==> src/rtl/mem_arb_pkg.sv <==
`default_nettype none
// ============================================================================
// Package     : mem_arb_pkg
// Description : Shared encodings for the memory port arbiter: FSM state
//               codes (IDLE/REQ/RSP) and the owner code identifying which
//               requester (instruction fetch or data) holds the memory port.
// Revision    : 1.0 - initial release
// ============================================================================
package mem_arb_pkg;

    // Arbiter FSM state encoding
    localparam logic [1:0] c_IDLE  = 2'd0;
    localparam logic [1:0] c_REQ   = 2'd1;
    localparam logic [1:0] c_RSP   = 2'd2;

    // Owner encoding
    localparam logic       c_OWN_I = 1'b0;
    localparam logic       c_OWN_D = 1'b1;

endpackage : mem_arb_pkg
`default_nettype wire

==> src/rtl/arb_rr_pick.sv <==
`default_nettype none
// ============================================================================
// Module      : arb_rr_pick
// Description : Two-way winner selection between the instruction and data
//               requesters. A lone requester always wins. On a tie the
//               winner is the requester that did not own the port last,
//               unless fixed priority is selected, in which case data wins.
// Ports       : i_inst_valid  - instruction requester valid
//               i_data_valid  - data requester valid
//               i_last_owner  - owner of the last completed transaction
//               i_fix_prio    - 1: data always wins ties
//               o_winner      - selected owner (c_OWN_I / c_OWN_D)
// Revision    : 1.0 - initial release
// ============================================================================
module arb_rr_pick
    import mem_arb_pkg::*;
(
    input  logic i_inst_valid,
    input  logic i_data_valid,
    input  logic i_last_owner,
    input  logic i_fix_prio,
    output logic o_winner
);

    always_comb begin
        o_winner = c_OWN_I;
        if (i_inst_valid && i_data_valid) begin
            // Tie: fixed priority favours data, otherwise take the other one
            o_winner = i_fix_prio ? c_OWN_D : ~i_last_owner;
        end else if (i_data_valid) begin
            o_winner = c_OWN_D;
        end
    end

endmodule : arb_rr_pick
`default_nettype wire

==> src/rtl/mem_port_arbiter.sv <==
`default_nettype none
// ============================================================================
// Module      : mem_port_arbiter
// Description : Shares one memory port between an instruction-fetch
//               requester (i_*) and a data requester (d_*). At most one
//               memory transaction is outstanding. FSM: IDLE picks a winner,
//               REQ presents the owner's request on m_*, RSP routes the read
//               response back to the owner only.
// Parameters  : FIX_PRIO - 0: round-robin ties, 1: data wins ties
// Macros      : MEM_ARB_PERF_EN - enables the conflict_cnt counter;
//               without it conflict_cnt is tied to zero.
// Ports       : clk, rst (synchronous, active-high)
//               i_req_valid/i_addr/i_req_ready    fetch request
//               i_rdata/i_rvalid/i_rready          fetch response
//               d_read/d_write/d_addr/d_wdata/d_wstrb/d_req_ready  data req
//               d_rdata/d_rvalid/d_rready          data response
//               m_addr/m_wdata/m_wstrb/m_read/m_write/m_req_ready  mem req
//               m_rdata/m_rvalid/m_rready          memory response
//               conflict_cnt                       arbitration-loss cycles
// Revision    : 1.0 - initial release
// ============================================================================
module mem_port_arbiter
    import mem_arb_pkg::*;
#(
    parameter int FIX_PRIO = 0
) (
    input  logic        clk,
    input  logic        rst,
    // Instruction fetch requester
    input  logic        i_req_valid,
    input  logic [31:0] i_addr,
    output logic        i_req_ready,
    output logic [31:0] i_rdata,
    output logic        i_rvalid,
    input  logic        i_rready,
    // Data requester
    input  logic        d_read,
    input  logic        d_write,
    input  logic [31:0] d_addr,
    input  logic [31:0] d_wdata,
    input  logic [3:0]  d_wstrb,
    output logic        d_req_ready,
    output logic [31:0] d_rdata,
    output logic        d_rvalid,
    input  logic        d_rready,
    // Unified memory port
    output logic [31:0] m_addr,
    output logic [31:0] m_wdata,
    output logic [3:0]  m_wstrb,
    output logic        m_read,
    output logic        m_write,
    input  logic        m_req_ready,
    input  logic [31:0] m_rdata,
    input  logic        m_rvalid,
    output logic        m_rready,
    // Performance
    output logic [31:0] conflict_cnt
);

    localparam logic c_FIX_PRIO = (FIX_PRIO != 0);

    logic [1:0] r_state;
    logic [1:0] w_state_nxt;
    logic       r_owner;
    logic       w_owner_nxt;
    logic       r_last_owner;
    logic       w_last_owner_nxt;

    logic       w_d_valid;
    logic       w_own_d;
    logic       w_owner_valid;
    logic       w_owner_write;
    logic       w_owner_rready;
    logic       w_winner;

    // A simultaneous read+write is a write
    assign w_d_valid      = d_read | d_write;
    assign w_own_d        = (r_owner == c_OWN_D);
    assign w_owner_valid  = w_own_d ? w_d_valid : i_req_valid;
    assign w_owner_write  = w_own_d & d_write;
    assign w_owner_rready = w_own_d ? d_rready : i_rready;

    arb_rr_pick u_pick (
        .i_inst_valid (i_req_valid),
        .i_data_valid (w_d_valid),
        .i_last_owner (r_last_owner),
        .i_fix_prio   (c_FIX_PRIO),
        .o_winner     (w_winner)
    );

    always_ff @(posedge clk) begin
        if (rst) begin
            r_state      <= c_IDLE;
            r_owner      <= c_OWN_I;
            r_last_owner <= c_OWN_D;   // instruction wins the first tie
        end else begin
            r_state      <= w_state_nxt;
            r_owner      <= w_owner_nxt;
            r_last_owner <= w_last_owner_nxt;
        end
    end

    always_comb begin
        w_state_nxt      = r_state;
        w_owner_nxt      = r_owner;
        w_last_owner_nxt = r_last_owner;
        i_req_ready      = 1'b0;
        i_rdata          = '0;
        i_rvalid         = 1'b0;
        d_req_ready      = 1'b0;
        d_rdata          = '0;
        d_rvalid         = 1'b0;
        m_addr           = '0;
        m_wdata          = '0;
        m_wstrb          = '0;
        m_read           = 1'b0;
        m_write          = 1'b0;
        m_rready         = 1'b0;

        case (r_state)
            c_IDLE: begin
                if (i_req_valid || w_d_valid) begin
                    w_owner_nxt = w_winner;
                    w_state_nxt = c_REQ;
                end
            end

            c_REQ: begin
                if (!w_owner_valid) begin
                    // Request withdrawn before acceptance: nothing issued
                    w_state_nxt = c_IDLE;
                end else begin
                    if (w_own_d) begin
                        m_addr      = d_addr;
                        m_wdata     = d_wdata;
                        m_wstrb     = d_wstrb;
                        m_write     = d_write;
                        m_read      = d_read & ~d_write;
                        d_req_ready = m_req_ready;
                    end else begin
                        m_addr      = i_addr;
                        m_read      = 1'b1;
                        i_req_ready = m_req_ready;
                    end
                    if (m_req_ready) begin
                        if (w_owner_write) begin
                            // Writes have no response phase
                            w_state_nxt      = c_IDLE;
                            w_last_owner_nxt = r_owner;
                        end else begin
                            w_state_nxt      = c_RSP;
                        end
                    end
                end
            end

            c_RSP: begin
                m_rready = w_owner_rready;
                if (w_own_d) begin
                    d_rdata  = m_rdata;
                    d_rvalid = m_rvalid;
                end else begin
                    i_rdata  = m_rdata;
                    i_rvalid = m_rvalid;
                end
                if (m_rvalid && w_owner_rready) begin
                    w_state_nxt      = c_IDLE;
                    w_last_owner_nxt = r_owner;
                end
            end

            default: begin
                w_state_nxt = c_IDLE;
            end
        endcase
    end

`ifdef MEM_ARB_PERF_EN
    logic [31:0] r_conflict_cnt;
    logic        w_conflict;

    // One loser at most per cycle: the tie loser in IDLE, or a waiting
    // non-owner while the port is busy.
    always_comb begin
        w_conflict = 1'b0;
        case (r_state)
            c_IDLE:       w_conflict = i_req_valid & w_d_valid;
            c_REQ, c_RSP: w_conflict = w_own_d ? i_req_valid : w_d_valid;
            default:      w_conflict = 1'b0;
        endcase
    end

    always_ff @(posedge clk) begin
        if (rst) begin
            r_conflict_cnt <= '0;
        end else if (w_conflict) begin
            r_conflict_cnt <= r_conflict_cnt + 32'd1;
        end
    end

    assign conflict_cnt = r_conflict_cnt;
`else
    assign conflict_cnt = '0;
`endif

endmodule : mem_port_arbiter
`default_nettype wire

==> config.mk <==
export PLATFORM = sky130hd
export DESIGN_NAME = mem_port_arbiter
export DESIGN_NICKNAME = d
export VERILOG_FILES = /design/src/rtl/mem_arb_pkg.sv /design/src/rtl/arb_rr_pick.sv /design/src/rtl/mem_port_arbiter.sv
export SDC_FILE = /design/constraint.sdc
export NUM_CORES = 1
export LEC_CHECK = 0
export CORE_AREA = 2 2 122 124
export CTS_CLUSTER_DIAMETER = 200
export DETAILED_ROUTE_END_ITERATION = 10
export DIE_AREA = 0 0 124 126
export SYNTH_ARGS = -nofsm -noshare
export SYNTH_HDL_FRONTEND = slang
export SYNTH_HIERARCHICAL = 1
export SYNTH_SLANG_ARGS = --single-unit
==> constraint.sdc <==
create_clock -name clk -period 1.4 [get_ports clk]
set_clock_uncertainty 0.05 [all_clocks]
set_input_delay 0.28 -clock clk [delete_from_list [all_inputs] [get_ports clk]]
set_output_delay 0.28 -clock clk [all_outputs]
set_load 0.01 [all_outputs]
* Yosys cells after proc, flatten, opt, wreduce, memory -nomap -nowiden
Index checks and enable logic that the tools add are counted.
** Word-level totals
- Register bits :: 4
- Latch bits :: 0
- Memory bits (writable) :: 0
- ROM bits :: 0
- Word-level logic and storage cells :: 69
- Memories :: 0
** Cells by class
- Add/subtract/negate cells :: 0
- Multipliers :: 0
- Divide/modulo/power cells :: 0
- Magnitude comparators :: 0
- Eq/ne operators :: 8
- Shifts and indexed selects :: 0
- Multiplexer cells :: 45
- Bitwise gates (word level) :: 5
- Reductions and logical operators :: 8
** Operators with widths (number)
- $mux 32 :: 10
- $mux 1 :: 25
- $mux 4 :: 3
- $mux 2 :: 5
- $ne 2x2->1 const B :: 5
- $pmux 2 s3 :: 1
- $reduce_and 5->1 :: 1
- $ne 3x3->1 const B :: 1
- $reduce_and 3->1 :: 1
- $and 1x1->1 :: 2
- $eq 2x1->1 const B :: 1
- $eq 2x2->1 const B :: 1
- $logic_and 1x1->1 :: 2
- $logic_not 2->1 :: 1
- $not 1->1 :: 2
- $pmux 1 s2 :: 1
- $reduce_and 2->1 :: 1
- $reduce_bool 2->1 :: 1
- $logic_or 1x1->1 :: 1
- $or 1x1->1 :: 1

* Logic depth before layout (Yosys ltp)
- Word-level depth :: 5
- Depth in mapped cells :: 5
- Mapped depth without buffers :: 5

* Hierarchy
Netlist, hierarchy kept.
** By module, submodules not included
- mem_port_arbiter :: instances 1, cells an instance 257, area an instance 1831.8 um2, sequential area each 80.1 um2
- arb_rr_pick :: instances 1, cells an instance 3, area an instance 20.0 um2, sequential area each 0.0 um2

* Worst setup path before layout
OpenSTA, ideal clock, no wires.
- Kind :: flip-flop to output port
- From :: register r_owner
- To :: output port m_addr[10]
- Arrival :: 1127 ps
- Required time :: 1070 ps
- Slack :: -57 ps
- Stages on the path, launching flop included :: 6
- Path buffers :: 2
- Cell sequence :: dfxtp_1 buf_2 o21ai_0 a21o_1 buf_2 nor2_1
** On the way
- Longest elaborated chain between the ends :: 3
- Elaborated cells between the ends (all ways) :: 4
- Classes of those cells :: 4 x mux
** RTL lines
- start: declaration :: RTL line mem_port_arbiter.sv:64 : logic r_owner;
- start signal: assignment :: RTL line mem_port_arbiter.sv:94 : r_owner <= c_OWN_I;
- start signal: assignment :: RTL line mem_port_arbiter.sv:98 : r_owner <= w_owner_nxt;
- $mux 32 / $mux 1 (equally long branches) :: RTL line mem_port_arbiter.sv:133, mem_port_arbiter.sv:79
- $mux 32 (*) :: RTL line mem_port_arbiter.sv:129 : if (!w_owner_valid) begin
- $mux 32 (*) :: RTL line mem_port_arbiter.sv:120 : case (r_state)
- end: declaration :: RTL line mem_port_arbiter.sv:47 : output logic [31:0] m_addr,
Mark *: on every way between the ends. The rest lies on a longest branch, timed or not.

* Worst setup path in the final report
- From :: register r_owner
- To :: output port i_rdata[27]
** On the way
- Longest elaborated chain between the ends :: 2
** RTL lines
- $mux 32 :: RTL line mem_port_arbiter.sv:159 : if (w_own_d) begin
- $mux 32 :: RTL line mem_port_arbiter.sv:120
- end: declaration :: RTL line mem_port_arbiter.sv:33 : output logic [31:0] i_rdata,
No other way between the ends.

==> results.toml <==
[worst_setup_path]
max_stage_delay_ns = 0.40
worstPathCellList = "buf_12, nor2_4, buf_6, buf_12, buf_6, and2_4, buf_6"
start_kind = "register"
cp_slowest_cell = "dfxtp_4"
path_class = "register to primary output"
worst_r2r_path_depth = 6
r2r_start = "r_owner$_SDFFE_PP0P_"
crit_arrival_ns = 1.46
critPathCaptureType = "primary output"
cpMostUsedCell = "buf_6"
reg2reg_to = "r_last_owner$_SDFFE_PP1P_"
r2r_slack_ns = -0.15
worstPathMaxFanout = 7
required_ns = 1.07

[timing]
finalCritPeriodShare_pct = 128
setup_viol = 140
hold_violations = 0
fmaxAchievable_mhz = 559
rsz0062_at_grt = "yes"
final-max-slew-violation-count = 0
fin_crit_ns = 1.79
layout_setup_ws_ns = -0.389

[finish]
layout.nets = 735
ff_latch_area_sq_um = 91.3
multi_input_area_sq_mm = 0.00212
fin_area_sq_mm = 0.00638
nFillCells = 1354
diodes = 0
drive_gt1_share_pct = 62.1
syn_to_final_growth_pct = 244

[worst_hold_path]
hold_class = "register to register"
hold_start = "r_last_owner$_SDFFE_PP1P_"
min_to = "r_last_owner$_SDFFE_PP1P_"
holdPathStages = 2

[die]
die_h_um = 126
core_area_sq_mm = 0.0143
ioPinCount = 312
start_util_pct = 12.9
rows = 44
die_w_um = 124
dieArea_sq_mm = 0.0156

[job]
drv_cap = 0

[clock_tree]
path_clk_slew_ns = 0.03
htree_levels = 1
cts_buffers = 3
clockBufferDepth = 2
clock-sinks = 4
cts_tree = "yes"
clockRootBuffer = "clkbuf_16"
cts_hold_buf = 0
worst_skew_pair.late_latency_ns = 0.22

[power]
vdd_drop_max_v = 0.000263
p_int_mw = 1.61
pwr-share-comb_pct = 75.2
switching_share_pct = 33.6
power-per-cell-area_mw_per_mm2 = 381
pwr-share-seq_pct = 5.9
p_leak_nw = 2.87
clkPwrFrac_pct = 19.0
p_sw_uw = 815
power.total_mw = 2.43

[global_route]
grt_max_degree = 21
overflow = 0
grt_first_pass_wirelength_um = 17700
antenna_found_initial = 0
grt_pass1_vias = 3251
track_usage_pct = 14.8

[run_status]
status = "finished with violations"
violations = "negative setup slack"

[place]
dp_hpwl_um = 8290
io_buffers = 279
placed_cell_area_sq_mm = 0.00498
finalWeightedCongestion = 0.751

[synthesis]
synth_simple_gate_area_share_pct = 51.6
yosysUniqueCellTypes = 29
ys_warn_count = 6
synth_ff_type = "dfxtp_1"
ys_ff_latch = 4
seq_area_frac_synth_pct = 4.32
synthAdderAreaFrac_pct = 0
synth_area_sq_mm = 0.00185
synthMuxAreaShare_pct = 18.4
syn_inst = 260
synth-xor-area-share_pct = 0
synthTopCellsByArea = "mux2i_1 18%, and2_4 14%, buf_4 13%"
synth.largest_area_cell = "mux2i_1"
synth_edf_count = 0
synth.top_cell.area_share_pct = 18.4
syn_area_per_cell_sq_um = 7.12
synth_async_sr_flop_share_pct = 0
synth_compound_area_share_pct = 4.39
synth_top_family_by_area = "simple AND/OR/NAND/NOR gates"

[route]
dr_total_vias = 3110
wl_um = 12900
ant_nets = 0
drtPass1Iterations = 4
drc = 0
drt_iter0_markers = 47
wl_per_cell_um = 16.6
viasPerCell = 4.00
[through the flow]
stage,utilization [%],setup WS [ns],hold WS (ns),std cells,TNS (ns)
floorplan,-,-0.0124,0.299,292,-0.648
finish,44.6,-0.389,0.511,777,-45.53
CTS,40.9,-0.449,0.497,772,-49.81
global route,44.6,-0.435,0.529,777,-51.11
detailed placement,34.8,-1.04,0.493,729,-105.99
global placement,34.8,-1.01,0.476,729,-104.16
[registers in the layout, summed over array words and instances (netlist names)]
name and flops:
r_state 2, r_owner 1, r_last_owner 1
[cell usage after synthesis (all sizes together) (2+ instances only)]
cell and count:
and4b 2, nor2 38, nor3 3, nand2b 3, mux2i 34, dfxtp 4, clkbuf 9, buf 44
and3 33, nand3b 3, and2 69, inv 4, a21oi 2, o21ai 2
[layer usage]
layer	GRT usage, %	wire length (um)
met1	15.7	4640
met2	30.2	7010
met3	2.31	1120
met4	2.58	117
met5	0	0
[how the worst max path moves through the flow]
stage | from | end
2_1_floorplan | d_write | m_wdata[10]
3_3_place_gp | d_write | m_wdata[31]
3_5_place_dp | d_write | d_req_ready
4_1_cts | r_state[1]$_SDFFE_PP0P_ | m_wdata[26]
5_1_grt | r_owner$_SDFFE_PP0P_ | i_rdata[27]
6_report | r_owner$_SDFFE_PP0P_ | i_rdata[27]
[worst max-delay path: cells and delay by family (launching register included)]
family                 cells  cell delay (ns)
flip-flops                 1             0.40
buffers and inverters      5             0.63
AND/OR/NAND/NOR            2             0.20
[final cells by class]
| type | instances | share of cell area, % |
|---|---|---|
| sequential | 4 | 1.43 |
| multi-input combinational | 231 | 33.2 |
| timing repair buffer | 350 | 60.3 |
| clock buffer | 4 | 1.24 |
| inverter | 4 | 0.235 |
| tap | 184 | 3.61 |
[logic make-up (layout without fill, tap and decap cells)]
logic type,after synthesis,after routing
and+or+nand+nor,154,154
buffers and inverters,57,358
muxes,34,34
AOI/OAI and AO/OA,10,10
DFF,4,4
other,1,33
[power groups by stage]
stage	clock network, mW	registers, mW	logic, mW
4_1_cts	0.467	0.141	1.65
3_5_place_dp	0	0.139	1.25
2_1_floorplan	0	0.133	0.550
6_report	0.460	0.142	1.82
5_1_grt	0.476	0.143	1.94
3_3_place_gp	0	0.139	1.24
[repair_timing]
item,in CTS,in global routing
gates cloned,18,3
pin swaps,62,32
endpoints found under the setup margin,142,142
buffers inserted,23,8
gates resized for setup,739,125
[placed cells by master (no fill, tap or decap), types with 14 or more instances in the layout]
cell,netlist,final
mux2i_1,34,17
nor2_4,0,24
and2_4,30,66
buf_4,33,26
clkdlybuf4s50_1,0,135
buf_16,0,14
buf_2,7,32
buf_6,1,120
and3_4,0,20
conb_1,1,33
(Power assumes the default switching activity.)
